==> config.mk <==
export PLATFORM = sky130hd
export DESIGN_NAME = icache_flat
export DESIGN_NICKNAME = d
export VERILOG_FILES = /design/src/rtl/icache_if.sv /design/src/rtl/icache.sv /design/src/flat_wrapper.sv
export SDC_FILE = /design/constraint.sdc
export NUM_CORES = 1
export LEC_CHECK = 0
export BUFFER_PORTS_ARGS = -buffer_cell sky130_fd_sc_hd__buf_2
export CAP_MARGIN = 20
export CORE_MARGIN = 2
export CORE_UTILIZATION = 45
export DETAILED_ROUTE_END_ITERATION = 8
export GPL_TIMING_DRIVEN = 0
export PLACE_DENSITY_LB_ADDON = 0.3
export SYNTH_ARGS = -nofsm -noshare
export SYNTH_HDL_FRONTEND = slang
export SYNTH_SLANG_ARGS = --single-unit
==> constraint.sdc <==
create_clock -name CLK -period 9.3 [get_ports CLK]
set_input_delay 1.86 -clock CLK [delete_from_list [all_inputs] [get_ports CLK]]
set_output_delay 1.86 -clock CLK [all_outputs]
set_load 0.05 [all_outputs]
==> src/rtl/icache_if.sv <==
// Fetch-side and memory-side signals of the instruction cache.
// The cache uses the slave modport; the datapath/memory side uses master.
interface icache_if;
  logic        imemREN;
  logic [31:0] imemaddr;
  logic        ihit;
  logic [31:0] imemload;
  logic        iREN;
  logic [31:0] iaddr;
  logic        iwait;
  logic [31:0] iload;
  logic [31:0] hit_count;
  logic [31:0] miss_count;

  modport slave (
    input  imemREN, imemaddr, iwait, iload,
    output ihit, imemload, iREN, iaddr, hit_count, miss_count
  );

  modport master (
    output imemREN, imemaddr, iwait, iload,
    input  ihit, imemload, iREN, iaddr, hit_count, miss_count
  );
endinterface

==> src/rtl/icache.sv <==
// Direct-mapped, read-only instruction cache with one-word lines.
// Hits are answered combinationally; a miss fetches one word from memory,
// fills the line and returns to IDLE where the request hits.
//
//   state    | meaning
//   ---------+------------------------------------------------------
//   ST_IDLE  | answer fetches from the array, detect misses
//   ST_FETCH | iREN held high on the latched miss address until iwait=0
module icache #(
  parameter int SETS = 16
) (
  input logic    CLK,
  input logic    nRST,
  icache_if.slave bus
);
  localparam int IW = $clog2(SETS);
  localparam int TW = 30 - IW;

  localparam logic [0:0] ST_IDLE  = 1'b0;
  localparam logic [0:0] ST_FETCH = 1'b1;

  logic [0:0]    r_state;
  logic [SETS-1:0] r_valid;
  logic [TW-1:0] r_tag  [SETS];
  logic [31:0]   r_data [SETS];
  logic [29:0]   r_miss_addr;      // word address; byte offset is always 0
  logic [31:0]   r_hit_count;
  logic [31:0]   r_miss_count;

  logic [IW-1:0] w_idx;
  logic [TW-1:0] w_tag;
  logic [IW-1:0] w_fill_idx;
  logic [TW-1:0] w_fill_tag;
  logic          w_idle;
  logic          w_hit;
  logic          w_miss;
  logic          w_fill;
  logic          w_unused_ok;

  assign w_idx       = bus.imemaddr[IW+1:2];
  assign w_tag       = bus.imemaddr[31:IW+2];
  assign w_fill_idx  = r_miss_addr[IW-1:0];
  assign w_fill_tag  = r_miss_addr[29:IW];
  // byte offset within the word plays no part in lookup
  assign w_unused_ok = &{1'b0, bus.imemaddr[1:0]};

  assign w_idle = (r_state == ST_IDLE);
  assign w_hit  = w_idle & bus.imemREN & r_valid[w_idx] & (r_tag[w_idx] == w_tag);
  assign w_miss = w_idle & bus.imemREN & ~w_hit;
  assign w_fill = ~w_idle & ~bus.iwait;

  assign bus.ihit       = w_hit;
  assign bus.imemload   = w_idle ? r_data[w_idx] : 32'd0;
  assign bus.iREN       = ~w_idle;
  assign bus.iaddr      = w_idle ? 32'd0 : {r_miss_addr, 2'b00};
  assign bus.hit_count  = r_hit_count;
  assign bus.miss_count = r_miss_count;

  // FSM, miss address latch and event counters
  always_ff @(posedge CLK or negedge nRST) begin
    if (!nRST) begin
      r_state      <= ST_IDLE;
      r_miss_addr  <= '0;
      r_hit_count  <= '0;
      r_miss_count <= '0;
    end else begin
      if (w_hit)
        r_hit_count <= r_hit_count + 32'd1;
      case (r_state)
        ST_IDLE: begin
          if (w_miss) begin
            r_miss_addr  <= bus.imemaddr[31:2];
            r_miss_count <= r_miss_count + 32'd1;
            r_state      <= ST_FETCH;
          end
        end
        default: begin
          if (w_fill)
            r_state <= ST_IDLE;
        end
      endcase
    end
  end

  // line storage; a fill overwrites whatever the line held before
  always_ff @(posedge CLK or negedge nRST) begin
    if (!nRST) begin
      r_valid <= '0;
      for (int i = 0; i < SETS; i++) begin
        r_tag[i]  <= '0;
        r_data[i] <= '0;
      end
    end else if (w_fill) begin
      r_valid[w_fill_idx] <= 1'b1;
      r_tag[w_fill_idx]   <= w_fill_tag;
      r_data[w_fill_idx]  <= bus.iload;
    end
  end
endmodule

==> src/flat_wrapper.sv <==
// flat-port wrapper written by rule: the top's interface ports become plain ports
module icache_flat 
#(
  parameter int SETS = 16
)
  (CLK, nRST, bus_imemREN, bus_imemaddr, bus_iwait, bus_iload, bus_ihit, bus_imemload, bus_iREN, bus_iaddr, bus_hit_count, bus_miss_count);
  icache_if bus_i ();
  input logic CLK;
  input logic nRST;
  input wire logic [$bits(bus_i.imemREN)-1:0] bus_imemREN;
  input wire logic [$bits(bus_i.imemaddr)-1:0] bus_imemaddr;
  input wire logic [$bits(bus_i.iwait)-1:0] bus_iwait;
  input wire logic [$bits(bus_i.iload)-1:0] bus_iload;
  output wire logic [$bits(bus_i.ihit)-1:0] bus_ihit;
  output wire logic [$bits(bus_i.imemload)-1:0] bus_imemload;
  output wire logic [$bits(bus_i.iREN)-1:0] bus_iREN;
  output wire logic [$bits(bus_i.iaddr)-1:0] bus_iaddr;
  output wire logic [$bits(bus_i.hit_count)-1:0] bus_hit_count;
  output wire logic [$bits(bus_i.miss_count)-1:0] bus_miss_count;
  assign bus_i.imemREN = bus_imemREN;
  assign bus_i.imemaddr = bus_imemaddr;
  assign bus_i.iwait = bus_iwait;
  assign bus_i.iload = bus_iload;
  assign bus_ihit = bus_i.ihit;
  assign bus_imemload = bus_i.imemload;
  assign bus_iREN = bus_i.iREN;
  assign bus_iaddr = bus_i.iaddr;
  assign bus_hit_count = bus_i.hit_count;
  assign bus_miss_count = bus_i.miss_count;
  icache #(.SETS(SETS)) u_core (.CLK(CLK), .nRST(nRST), .bus(bus_i));
endmodule
==> flow_summary_export.csv <==
group,metric,value,unit
sta,finalHoldViolCount,0,
floorplanning,core-area,105400,um2
yosys,syn_inst,3119,
drt,drc_errors,22,
drt,vias,29200,
clocking,cts_resized,0,
setup_path,path_cells,"buf_6 -> buf_6 -> buf_6 -> buf_2 -> buf_2 -> clkbuf_1 -> buf_1 -> buf_8 -> mux4_2 -> mux4_2 -> nor2b_1 -> buf_2",
drt,firstDrtPassIters,7,
layout,drive_above_1_share,0.4747,
clocking,ctsHtreeMaxLevel,3,
power_and_ir_drop,power_frac_seq,0.458,
layout,nFillCells,8889,
hold_path,hold_class,"flop to flop",
floorplanning,rows,119,
setup_path,worst_setup_path_start_kind,"primary input",
sta,fin_crit,8404,ps
setup_path,worstPathBufferInverterCount,9,
setup_path,cp_data_arrival_time,6540,ps
yosys,yosysWarnings,0,
power_and_ir_drop,power.share.combinational,0.261,
floorplanning,dieWidth,330.3,um
yosys,synth_area,47930,um2
floorplanning,initial_core_util,0.4546,
drt,initialDrtViolationCount,2276,
layout,multi_input_area,20730,um2
setup_path,crit_type,"primary input to output port",
sta,fmax,119.0,MHz
global_route,gr-usage-all-layers,0.2462,
clocking,numCtsBuffers,111,
sta,setup_viol,0,
setup_path,end_kind,"output port",
sta,rsz0062_at_grt,"false",
clocking,cts_sinks,1039,
layout,nets,3515,
clocking,cts_tree,"done",
setup_path,cp_data_required_time,7440,ps
sta,clock_skew,31.76,ps
place,gp_congestion,0.9132,
drt,final_antenna_net_count,0,
power_and_ir_drop,cell_internal_pwr,0.01132,W
drt,viasPerCell,5.922,
sta,fin_crit_sh,0.9037,
yosys,ys_seq_elements,1039,
clocking,clkSlewWorstSetupHoldPaths,60,ps
yosys,synth.distinct_cells,62,
global_route,grt_max_degree,164,
place,dp_cells,4719,
place,dp_hpwl,89060,um
layout,final-seq-area,26000,um2
job,cap_violations,0,
clocking,cts_hold_buf,0,
floorplanning,die_h,330.3,um
floorplanning,io_pins,198,
yosys,yosys-top-cells-area,"dfrtp_1 54%, mux2_2 23%, mux4_2 12%",
yosys,syn_avg_cell_area,15.37,um2
setup_path,slowest_delay,660,ps
layout,final_cell_area,54770,um2
yosys,synthTopCellsByCount,"1039 x dfrtp_1, 961 x mux2_2, 250 x mux4_2",
layout,final_cells,4930,
global_route,grt_pass1_wl,198700,um
setup_path,worstPathMaxFanout,10,
power_and_ir_drop,clkPwrFrac,0.281,
layout,layout-area-overhead-vs-synth,14.28,%
yosys,yosys.area.top_type,"dfrtp_1",
yosys,netlist.area_leader.share,0.5425,
clocking,clock_latency,710,ps
floorplanning,dieArea,109100,um2
setup_path,cp_slowest_cell,"buf_1",
clocking,cts_buffer_depth,3,
sta,relSlewSlack,0.2147,
yosys,synth_edf_count,0,
yosys,synth_most_common_cell,"dfrtp_1",
run_status,status,"finished, violations left",
drt,routed_wirelength,133500,um
drt,wl_per_cell,27.07,um
power_and_ir_drop,p_per_area,290.9,nW/um2
clocking,root_buffer,"clkbuf_16",
yosys,postSynth.asyncResetShare,1.000,
sta,setup-tns-final,0,ps
run_status,violations,"design-rule violations",
sta,tightest_slew,1178,ps
power_and_ir_drop,p_sw,0.004615,W
place,dpl_cell_area,50990,um2
global_route,grt_pass1_vias,29960,
clocking,post_cts_buffers,0,
sta,hold_ws,465.8,ps
place,portBuffers,191,
setup_path,crit_family,"buffers and inverters",
global_route,grt.overflow.total,0,
global_route,antenna_found_initial,11,
power_and_ir_drop,switching_share,0.2896,
yosys,ys.flop_type,"dfrtp_1",
sta,drv_slew,0,
power_and_ir_drop,ir_worst_vdd,170.7,uV
power_and_ir_drop,power,0.01593,W
yosys,seq_area_frac_synth,0.5425,
power_and_ir_drop,leakagePower,24.83,nW
-- layout make-up --
type,instances,area share
Clock buffer,161,0.05874
Antenna cell,2,0.00009138
Tap cell,1391,0.03178
Multi-Input combinational cell,1799,0.3785
Sequential cell,1039,0.4747
Buffer,269,0.02125
Inverter,13,0.0008910
Clock inverter,44,0.009047
Timing Repair Buffer,212,0.02497
-- registers in the layout, indices dropped and copies added, names as in the netlist --
| register | count |
|---|---|
| u_core.bus.miss_count | 32 |
| u_core.r_miss_addr | 30 |
| u_core.r_tag | 416 |
| u_core.r_data | 512 |
| u_core.r_valid | 16 |
| u_core.bus.hit_count | 32 |
| u_core.bus.iREN | 1 |
-- through the flow --
step	setup slack (ps)	util
6_report	896.0	0.5195
3_3_place_gp	-16810	0.4803
4_1_cts	840.4	0.5190
3_5_place_dp	853.3	0.4837
5_1_grt	773.5	0.5195
2_1_floorplan	2525	-
-- per-layer routing --
| metal | wire (um) | GRT usage |
|---|---|---|
| met2 | 62590 | 0.3850 |
| met5 | 89 | 0 |
| met4 | 4431 | 0.08135 |
| met1 | 56890 | 0.3393 |
| met3 | 9453 | 0.05995 |
-- worst paths after layout --
kind / slack [ps] / cells past startpoint / end / startpoint
max in group asynchronous: 5210 / 5 / u_core.r_data[41] / nRST
min in group asynchronous: 980 / 1 / u_core.r_tag[397] / nRST
min reg2reg: 470 / 1 / u_core.r_valid[4] / u_core.r_valid[4]
max reg2reg: 4590 / 8 / u_core.r_tag[23] / u_core.bus.iREN
min: 470 / 1 / u_core.r_valid[4] / u_core.r_valid[4]
max: 900 / 12 / bus_imemload[2] / bus_imemaddr[2]
-- power by group through the flow --
stage	clock network [W]	logic (W)	registers (W)
final	0.00448	0.00415	0.00730
after global routing	0.00474	0.00444	0.00750
after CTS	0.00455	0.00417	0.00727
after detailed placement	0	0.00416	0.00734
after global placement	0	0.00403	0.00730
after floorplan	0	0.00319	0.00708
-- kinds of logic (layout without fill, tap and decap cells) --
family | count (synthesis) | count (layout) | share of synthesized area
muxes | 1289 | 1289 | 0.3598
other | 1 | 4 | 0.00007825
adders and majority gates | 2 | 2 | 0.0005221
buffers and inverters | 282 | 699 | 0.02530
AOI/OAI and AO/OA | 87 | 87 | 0.01465
and+or+nand+nor | 336 | 336 | 0.04198
xor gates and xnor gates | 83 | 83 | 0.01517
DFF | 1039 | 1039 | 0.5425
-- layout by cell type, fill, tap and decap left out, types with 13 or more instances in the layout --
| cell | count |
|---|---|
| dfrtp_1 | 1039 |
| mux2_2 | 961 |
| mux4_2 | 250 |
| buf_2 | 220 |
| clkbuf_1 | 168 |
| clkbuf_16 | 112 |
| buf_1 | 77 |
| mux2i_1 | 69 |
| xor2_1 | 61 |
| nor2b_1 | 50 |
| nand2_1 | 48 |
| and2_1 | 41 |
| nand4_1 | 29 |
| nand3_1 | 26 |
| clkinv_2 | 26 |
| nor2_1 | 24 |
| a2111oi_0 | 24 |
| nor4_1 | 23 |
| clkbuf_8 | 23 |
| xnor2_1 | 22 |
| a22oi_1 | 22 |
| and3_1 | 16 |
| nand2b_1 | 16 |
| buf_6 | 14 |
| nor3_1 | 13 |
Power figures use the tool's default switching activity.
